<file path="src/rtl/uart_echo_tester.sv">
// UART loopback tester: sends an LFSR pattern frame, then checks the echo.
// Reports pass, mismatch count and receive timeout once the frame ends.
module uart_echo_tester #(
  parameter int unsigned FRAME_LEN      = 256,
  parameter logic [7:0]  SEED           = 8'hA5,
  parameter int unsigned TIMEOUT_CYCLES = 100_000_000
) (
  input  logic        clock,
  input  logic        reset,
  input  logic        start,
  output logic [7:0]  tx_data,
  output logic        tx_valid,
  input  logic        tx_ready,
  input  logic [7:0]  rx_data,
  input  logic        rx_valid,
  output logic        rx_ready,
  output logic        busy,
  output logic        done,
  output logic        pass,
  output logic [15:0] err_count,
  output logic        timeout
);

  localparam int unsigned CW = $clog2(FRAME_LEN + 1);
  localparam int unsigned TW = $clog2(TIMEOUT_CYCLES + 1);
  localparam logic [CW-1:0] LAST = CW'(FRAME_LEN - 1);
  localparam logic [TW-1:0] TMAX = TW'(TIMEOUT_CYCLES);
  // An all-zero seed would lock the LFSR at zero.
  localparam logic [7:0] SEED_EFF = (SEED == 8'h00) ? 8'h01 : SEED;

  typedef enum logic [1:0] {IDLE, SEND, RECV, DONE} state_t;

  state_t        state_q, state_d;
  logic [7:0]    tx_lfsr_q, tx_lfsr_d;
  logic [7:0]    rx_lfsr_q, rx_lfsr_d;
  logic [CW-1:0] cnt_q, cnt_d;
  logic [TW-1:0] to_q, to_d;
  logic [TW-1:0] to_nxt;
  logic [15:0]   err_q, err_d;
  logic          timeout_q, timeout_d;
  logic          pass_q, pass_d;

  function automatic logic [7:0] lfsr_step(input logic [7:0] s);
    return {s[6:0], s[7] ^ s[5] ^ s[4] ^ s[3]};
  endfunction

  always_comb begin
    state_d   = state_q;
    tx_lfsr_d = tx_lfsr_q;
    rx_lfsr_d = rx_lfsr_q;
    cnt_d     = cnt_q;
    to_d      = to_q;
    err_d     = err_q;
    timeout_d = timeout_q;
    pass_d    = pass_q;
    to_nxt    = to_q + 1'b1;
    unique case (state_q)
      IDLE, DONE: begin
        if (start) begin
          state_d   = SEND;
          tx_lfsr_d = SEED_EFF;
          rx_lfsr_d = SEED_EFF;
          cnt_d     = '0;
          to_d      = '0;
          err_d     = '0;
          timeout_d = 1'b0;
          pass_d    = 1'b0;
        end
      end
      SEND: begin
        if (tx_ready) begin
          tx_lfsr_d = lfsr_step(tx_lfsr_q);
          if (cnt_q == LAST) begin
            state_d = RECV;
            cnt_d   = '0;
            to_d    = '0;
          end else begin
            cnt_d = cnt_q + 1'b1;
          end
        end
      end
      RECV: begin
        // A byte on the timeout edge still counts and restarts the timer.
        if (rx_valid) begin
          rx_lfsr_d = lfsr_step(rx_lfsr_q);
          to_d      = '0;
          if (rx_data != rx_lfsr_q && err_q != 16'hFFFF)
            err_d = err_q + 16'd1;
          if (cnt_q == LAST) begin
            state_d = DONE;
            pass_d  = (err_d == 16'd0);
          end else begin
            cnt_d = cnt_q + 1'b1;
          end
        end else begin
          to_d = to_nxt;
          if (to_nxt == TMAX) begin
            state_d   = DONE;
            timeout_d = 1'b1;
            pass_d    = 1'b0;
          end
        end
      end
    endcase
  end

  always_ff @(posedge clock) begin
    if (!reset) begin
      state_q   <= IDLE;
      tx_lfsr_q <= SEED_EFF;
      rx_lfsr_q <= SEED_EFF;
      cnt_q     <= '0;
      to_q      <= '0;
      err_q     <= '0;
      timeout_q <= 1'b0;
      pass_q    <= 1'b0;
    end else begin
      state_q   <= state_d;
      tx_lfsr_q <= tx_lfsr_d;
      rx_lfsr_q <= rx_lfsr_d;
      cnt_q     <= cnt_d;
      to_q      <= to_d;
      err_q     <= err_d;
      timeout_q <= timeout_d;
      pass_q    <= pass_d;
    end
  end

  assign tx_data   = tx_lfsr_q;
  assign tx_valid  = (state_q == SEND);
  assign rx_ready  = (state_q == RECV);
  assign busy      = (state_q == SEND) || (state_q == RECV);
  assign done      = (state_q == DONE);
  assign pass      = pass_q;
  assign err_count = err_q;
  assign timeout   = timeout_q;

endmodule
</file>
<file path="config.mk">
export PLATFORM = sky130hd
export DESIGN_NAME = uart_echo_tester
export DESIGN_NICKNAME = d
export VERILOG_FILES = /design/src/rtl/uart_echo_tester.sv
export SDC_FILE = /design/constraint.sdc
export NUM_CORES = 1
export LEC_CHECK = 0
export CORE_MARGIN = 10
export CORE_UTILIZATION = 55
export CTS_BUF_LIST = sky130_fd_sc_hd__clkbuf_2 sky130_fd_sc_hd__clkbuf_4 sky130_fd_sc_hd__clkbuf_8
export DETAILED_ROUTE_END_ITERATION = 8
export PLACE_DENSITY = 0.79
export SLEW_MARGIN = 30
export SYNTH_ARGS = -nofsm -noshare
export SYNTH_HDL_FRONTEND = slang
export SYNTH_SLANG_ARGS = --single-unit
</file>
<file path="constraint.sdc">
create_clock -name clock -period 3.4 [get_ports clock]
set_input_delay 0.68 -clock clock [delete_from_list [all_inputs] [get_ports clock]]
set_output_delay 0.68 -clock clock [all_outputs]
set_load 0.01 [all_outputs]
</file>
---- After elaboration in Yosys (flattened, before gate mapping) ----
Index checks and enable logic that the tools add are counted.
cells by class
  add/sub/neg operators ................... 3
  $mul .................................... 0
  divide/modulo/power cells ............... 0
  $lt $le $gt $ge ......................... 0
  eq/ne operators ......................... 16
  shift-type cells ........................ 0
  mux-type cells .......................... 37
  bitwise gates (word level) .............. 6
  reductions and logical operators ........ 14
operator list
  kind                   number
  $mux 27                4
  $pmux 27 s3            1
  $mux 16                5
  $mux 9                 5
  $pmux 16 s2            1
  $pmux 8 s2             2
  $add 27x1->27 const B  1
  $eq 27x27->1 const B   1
  $pmux 9 s3             1
  $mux 8                 3
  $add 16x1->16 const B  1
  $logic_not 16->1       1
  $ne 16x16->1 const B   1
  $mux 2                 6
  $reduce_and 4->1       3
  $add 9x1->9 const B    1
  $eq 9x8->1 const B     1
  $reduce_and 3->1       3
  $ne 2x2->1 const B     4
  $ne 8x8->1             1
  $mux 1                 6
  $ne 2x1->1 const B     3
  $ne 3x2->1 const B     2
  $pmux 2 s3             1
  10 further kinds       18
word-level totals
  bits in registers ....................... 72
  bits in latches ......................... 0
  RAM bits ................................ 0
  bits in read-only memories .............. 0
  bits of input ports ..................... 13
  memories kept ........................... 0

---- Longest topological paths before layout ----
Gate-level depths: netlist of run 1.
  depth in word-level cells ............... 9
  gate-level depth with buffers ........... 12
  gate-level depth less buffers ........... 12

---- Least setup slack after synthesis of run 1 ----
OpenSTA, ideal clock, no wires.
  kind .................................... flip-flop to flip-flop
  from .................................... reg to_q[0]
  to ...................................... reg state_q[1]
  setup time .............................. 0.129 ns
  data arrival time ....................... 2.515 ns
  required time ........................... 3.271 ns
  slack ................................... 0.756 ns
  cell stages (with the launch flop) ...... 10
  path through ............................ dfxtp_1 -> ha_1 -> nand4_1 -> or2_1 -> or4_4 -> xor2_1 -> nor4_1 -> nand4_1 -> a21oi_1 -> nor3b_2
on the way
  longest elaborated chain between the ends .. 4
ends and longest elaborated chain
  item                        line  text
  from (decl)                 37    logic [TW-1:0] to_q, to_d;
  from (signal assigned)      122   to_q <= to_d;
  $add 27x1->27               56    to_nxt = to_q + 1'b1;
  $eq 27x27->1                97    if (to_nxt == TMAX) begin
  $ne 3x2->1 (no line)        n/a
  $reduce_and 5->1 (no line)  n/a
  to (signal assigned)        118   state_q <= state_d;
  to (decl)                   33    state_t state_q, state_d;
Every way passes these cells.
A chain may end at the register's enable or synchronous reset.

---- Worst setup path in the final report of run 1 ----
Same ends and word-level chain as after synthesis.

==> metrics, run 1 <==
status=finished clean; FF-to-FF path depth=9; CTS hold repair buffers=0; Initial DRC Count=234; chip width=110 um; Crit path required time=3.64 ns; Unique masters post-synth=62; DRT Pass-1 Iters=5; vias in the first global route=4123; ys async rst share=0; Pwr Total=2.95 mW; post-route cell area=5070 um2; Syn Nets=597; Tot GR Track Use=0.194; Initial Util=0.571; grt total ovfl=0; global-route wire length before repair=19400 um; CP Launch Type=register; CTS tree=yes; DRT antenna net count=0; Seq/Total Area, Yosys=0.323; Post-route DRC=0; port bufs=42; area of the multi-input gates=2750 um2; layout cells sized above 1=0.0743; FMAX=330 MHz; worst hold path class=register to register; yosys warns=0; post-CTS sizing=0; Clock Root Buffer=clkbuf_8; final setup skew=0.0139 ns; detailed-route wire length=11600 um; routability cong.=0.912; largest net degree at the start of global routing=51; Clock Pin Slew Worst Setup and Hold Paths=0.08 ns; top post-synthesis cells by area=dfxtp_1 (32%), a21oi_1 (5.4%), nor2_1 (5.0%); most common cell in the synthesized netlist=dfxtp_1; PD cells=581 nW/um2; clock latency on the worst-skew pair=0.35 ns; setup TNS after final layout=0 ns; leakage=1.80 nW; endpoints failing setup=0; Final min period=3.03 ns; max cap viols=0; Core ar.=7810 um2; Worst VDD drop=0.414 mV; Final #Nets=623; period utilization=0.890; slew at the pin closest to its max-slew limit=0.636 ns; RSZ-0062 raised after global routing=false; Data arrival, critical path=3.26 ns; crit-path max FO=8; register area=1440 um2; DR WL/cell=16.3 um; cell count after synthesis=575; # diodes=0; FF+latch count, synth=72; relative slew slack=0.576; Post-CTS Setup Bufs=0; Most used DFF post-synth=dfxtp_1; P&R area growth vs syn=13.9%; Cells on Worst Hold Path=2; CTS H-Tree Depth=3; Inserted Clock Buffers=9; hpwl dp=8000 um; Synth top cells by count=dfxtp_1 (72), nor2_1 (59), nand2_1 (55), a21oi_1 (48); final hold vios=0; initial antenna violation count=0; Pins Over Slew Limit=0; CP Class=register to register; I/O pin total=43; area share of the largest cell type after synthesis=0.323; Die Y=110 um; Fillers=699; synthesized cell area=4460 um2; top cell type by total area after synthesis=dfxtp_1; Syn Area/Cell=7.75 um2; via density per instance=6.15; EDFF count, synth=0; Clock Tree Buf Depth=2; die area=12100 um2; via count=4352; number of core rows=32; Worst Setup End Kind=register; clk sink count=72; Area after DPL=4870 um2
==> cells by family (layout without fill, tap and decap cells) <==
group	count (synthesis)	in the layout	share of synthesized area
AND/OR/NAND/NOR	259	259	0.304
XOR/XNOR	33	33	0.0649
buffers and inverters	51	82	0.0615
flip-flops	72	72	0.323
AO/OA/AOI/OAI	142	142	0.201
multiplexers	9	9	0.0205
adder cells (fa/ha/maj)	9	9	0.0253
==> cell usage in the layout (no fill, tap or decap), drive strengths merged, types with 9 or more instances in the layout <==
master,count
nor2,61
clkbuf,10
xnor2,14
nor3,19
nand3,27
nand2,55
dfxtp,72
and2,10
ha,9
clkdlybuf4s50,42
nand4,22
a22oi,12
a31oi,10
inv,15
o21ai,31
and3,16
a21oi,48
buf,10
xor2,19
==> worst max-delay path, cell delays in order (launching register included) <==
cell	delay, ns
dfxtp_1	0.44
ha_1	0.29
nand4_1	0.21
or2_1	0.32
or4_4	0.54
xor2_1	0.15
nor4_1	0.42
nand4_1	0.21
a21oi_1	0.26
nor3b_2	0.08
==> flip-flops by register name, summed over array words and instances (netlist names) <==
| signal | flops |
|---|---|
| cnt_q | 9 |
| err_count | 16 |
| pass | 1 |
| rx_lfsr_q | 8 |
| state_q | 2 |
| timeout | 1 |
| to_q | 27 |
| tx_data | 8 |
==> report_power, final <==
group / leakage (nW) / switching [mW] / internal [mW]
logic: 1.13 / 0.802 / 0.467
clock network: 0.0886 / 0.340 / 0.349
registers: 0.582 / 0.0763 / 0.916
==> path summary, 6_finish.rpt <==
path | startpoint | end | slack, ns
setup / recovery | to_q[0] | state_q[1] | 0.37
hold / removal | pass | pass | 0.48
setup reg to reg | to_q[0] | state_q[1] | 0.37
hold reg to reg | pass | pass | 0.48
==> routing by layer <==
layer | routed length (um) | track usage
met1 | 4910 | 0.234
met3 | 690 | 0.0470
met2 | 5780 | 0.327
met4 | 188 | 0.0734
met5 | 0 | 0
==> through the flow <==
| step | utilization | cells | setup WS [ns] | hold WS, ns |
|---|---|---|---|---|
| floorplan | - | 575 | 0.756 | 0.459 |
| global placement | 0.624 | 692 | 0.435 | 0.474 |
| finish | 0.650 | 708 | 0.373 | 0.484 |
| CTS | 0.650 | 708 | 0.388 | 0.499 |
| global route | 0.650 | 708 | 0.0588 | 0.525 |
| detailed placement | 0.624 | 692 | 0.322 | 0.487 |
==> area by class of cell <==
type / instances / area share
Clock buffer: 10 / 0.0259
Tap cell: 102 / 0.0251
Inverter: 14 / 0.0104
Sequential cell: 72 / 0.284
Multi-Input combinational cell: 452 / 0.541
Timing Repair Buffer: 52 / 0.100
Clock inverter: 6 / 0.0136
Power figures use the tool's default switching activity.
==> run 2, diff against run 1 <==
--- a/config.mk
+++ b/config.mk
@@ -6,10 +6,10 @@
 export NUM_CORES = 1
 export LEC_CHECK = 0
 export CORE_MARGIN = 10
-export CORE_UTILIZATION = 55
+export CORE_UTILIZATION = 35
 export CTS_BUF_LIST = sky130_fd_sc_hd__clkbuf_2 sky130_fd_sc_hd__clkbuf_4 sky130_fd_sc_hd__clkbuf_8
 export DETAILED_ROUTE_END_ITERATION = 8
-export PLACE_DENSITY = 0.79
+export PLACE_DENSITY = 0.55
 export SLEW_MARGIN = 30
 export SYNTH_ARGS = -nofsm -noshare
 export SYNTH_HDL_FRONTEND = slang
==> run 2 against run 1 <==
  * Worst setup slack worse by 0.042 ns
  * Utilization is 24 points lower
  * Register-to-register slack worse by 0.04 ns
  * Cell area is 2.4% higher
  * Die area is 46% higher
  * Cell count is 11% higher
  * Maximum frequency is 1.4% lower
  * Clock-buffer cell count stayed put
  * Critical endpoint unchanged
  * Sequential cell count stayed put
==> metrics, run 2 (synthesis gave the netlist of run 1 again) <==
layout cells sized above 1=0.0802 (+0.00594); most common cell after layout, fill and taps aside=dfxtp_1; final worst setup slack=0.331 ns (-0.0418 ns); P&R area growth vs syn=16.6%; slew at the pin closest to its max-slew limit=0.866 ns (+0.229 ns); Crit path required time=3.63 ns (about the same); clock latency on the worst-skew pair=0.37 ns (+0.02 ns); DR WL/cell=15.5 um (-4.9%); port bufs=42 (unchanged); Pwr Total=2.99 mW (+1.2%); GR Util met1=0.165 (-0.0684); Data arrival, critical path=3.30 ns (+0.04 ns); met2 Usage GRT=0.224 (-0.103); Core ar.=12600 um2 (+61%); post-CTS sizing=0 (unchanged); Internal Power=1.77 mW (+2.1%); final setup skew=0.00900 ns (-0.00488 ns); detailed-route wire length=12200 um (+5.2%); CTS hold repair buffers=0 (unchanged); RSZ-0062 raised after global routing=false; via density per instance=5.52 (-10%); status=finished clean; Post-Layout Cell Count=783 (+11%); setup TNS after final layout=0 ns (unchanged); CP Class=register to register; Logic pwr share=0.435 (+0.005); Sw Ratio=0.408 (-0.00504); Buf+Inv Stages, Crit Path=0 (unchanged); final hold vios=0 (unchanged); CTS tree=yes; CTS H-Tree Depth=3 (unchanged); Worst Setup End Kind=register; relative slew slack=0.417 (-0.159); Tot GR Track Use=0.136 (-0.0582); worst hold path class=register to register; FMAX=326 MHz (-1.4%); leakage=1.84 nW (+2.1%); clock power share=0.232 (about the same); Worst VDD drop=0.226 mV (-45%); initial antenna violation count=0 (unchanged); global-route wire length before repair=20100 um (+3.2%); die area=17600 um2 (+46%); Clock Pin Slew Worst Setup and Hold Paths=0.08 ns (about the same); final core occ=0.414 (-0.236); hpwl dp=8640 um (+7.9%); Final #Nets=629 (+0.96%); PD cells=574 nW/um2 (-1.2%); endpoints failing setup=0 (unchanged); Die Y=133 um (+21%); via count=4319 (-0.76%); most frequent cells in the layout=dfxtp_1 (72), nor2_1 (59), nand2_1 (55); Initial Util=0.355 (-0.216); pre-CTS setup slack=0.338 ns (+0.0156 ns); clk sink count=72 (unchanged); CP top delay family=simple AND/OR/NAND/NOR gates; Post-route DRC=0 (unchanged); Final min period=3.07 ns (+0.0418 ns); DRT Pass-1 Iters=5 (unchanged); GR peak layer=met2; Inserted Clock Buffers=9 (unchanged); Largest Register=to_q; Global Route met3 Usage=0.0280 (-0.0190); DRT antenna net count=0 (unchanged); max reg flops=27 (unchanged); number of core rows=41 (+28%); CP Launch Type=register; routability cong.=0.839 (-8.0%); largest net degree at the start of global routing=32 (-37%); Cells after DPL=768 (+11%); Clock Root Buffer=clkbuf_8; Post-CTS Setup Bufs=0 (unchanged); chip width=133 um (+21%); vias in the first global route=4032 (-2.2%); max cap viols=0 (unchanged); period utilization=0.903 (+0.0123); slowest CP cell=or4_4; crit-path max FO=8 (unchanged); Initial DRC Count=276 (+18%); grt total ovfl=0 (unchanged); CP max stage delay=0.54 ns (about the same); Clock Tree Buf Depth=2 (unchanged); P_sw=1.22 mW (about the same); Critical Path Most Common Cell=nand4_1; # diodes=0 (unchanged); CP Cell Sequence=ha_1, nand4_1, or2_1, or4_4, xor2_1, nor4_1, nand4_1, a21oi_1, nor3b_2; Pins Over Slew Limit=0 (unchanged); sequential share of power=0.333 (-0.003); I/O pin total=43 (unchanged)
run 2: changes by cell type in the layout (fill, tap and decap cells not counted):
cell and change:
o21ai_0 +1, clkbuf_8 +1, clkinv_2 +2, clkbuf_4 -1
clkinvlp_4 -3, o21ai_2 -1, buf_4 +6
run 2: final timing paths:
kind	slack (ns)	cells past startpoint	end	startpoint
worst max register to register	0.33	9	state_q[1]	to_q[0]
worst min register to register	0.49	2	pass	pass
worst max-delay path	0.33	9	state_q[1]	to_q[0]
worst min-delay path	0.49	2	pass	pass
run 2: layout make-up:
type / instances / area (um2)
clock buffer: 10 / 138
clock inverter: 5 / 56.3
fill: 1286 / 7370
inverter: 14 / 52.6
multi-input combinational: 452 / 2740
sequential: 72 / 1440
tap: 172 / 215
timing repair buffer: 58 / 553
run 2: power groups by stage:
| stage | Combinational, mW | Sequential (mW) | Clock, mW |
|---|---|---|---|
| after floorplan | 0.853 | 1.01 | 0 |
| after global placement | 1.29 | 1.01 | 0 |
| after detailed placement | 1.30 | 1.01 | 0 |
| after CTS | 1.30 | 0.993 | 0.711 |
| after global routing | 1.43 | 1.00 | 0.749 |
| final | 1.30 | 0.994 | 0.694 |
run 2: per-stage QoR:
stage	area, um2	hold WS, ns
finish	5200	0.494
global placement	5000	0.474
global route	5200	0.533
CTS	5200	0.499
floorplan	4460	0.459
detailed placement	5000	0.489
run 2: per-layer routing:
metal / up-vias / wire, um
met5: - / 0
met4: 0 / 286
met3: 19 / 617
met2: 101 / 5830
met1: 2050 / 5430
li1: 2149 / -
run 2: tightest hold or removal path, stage by stage, from the launching register on:
cell and delay (ns):
dfxtp_1 0.34, nand2_1 0.06, mux2i_1 0.05
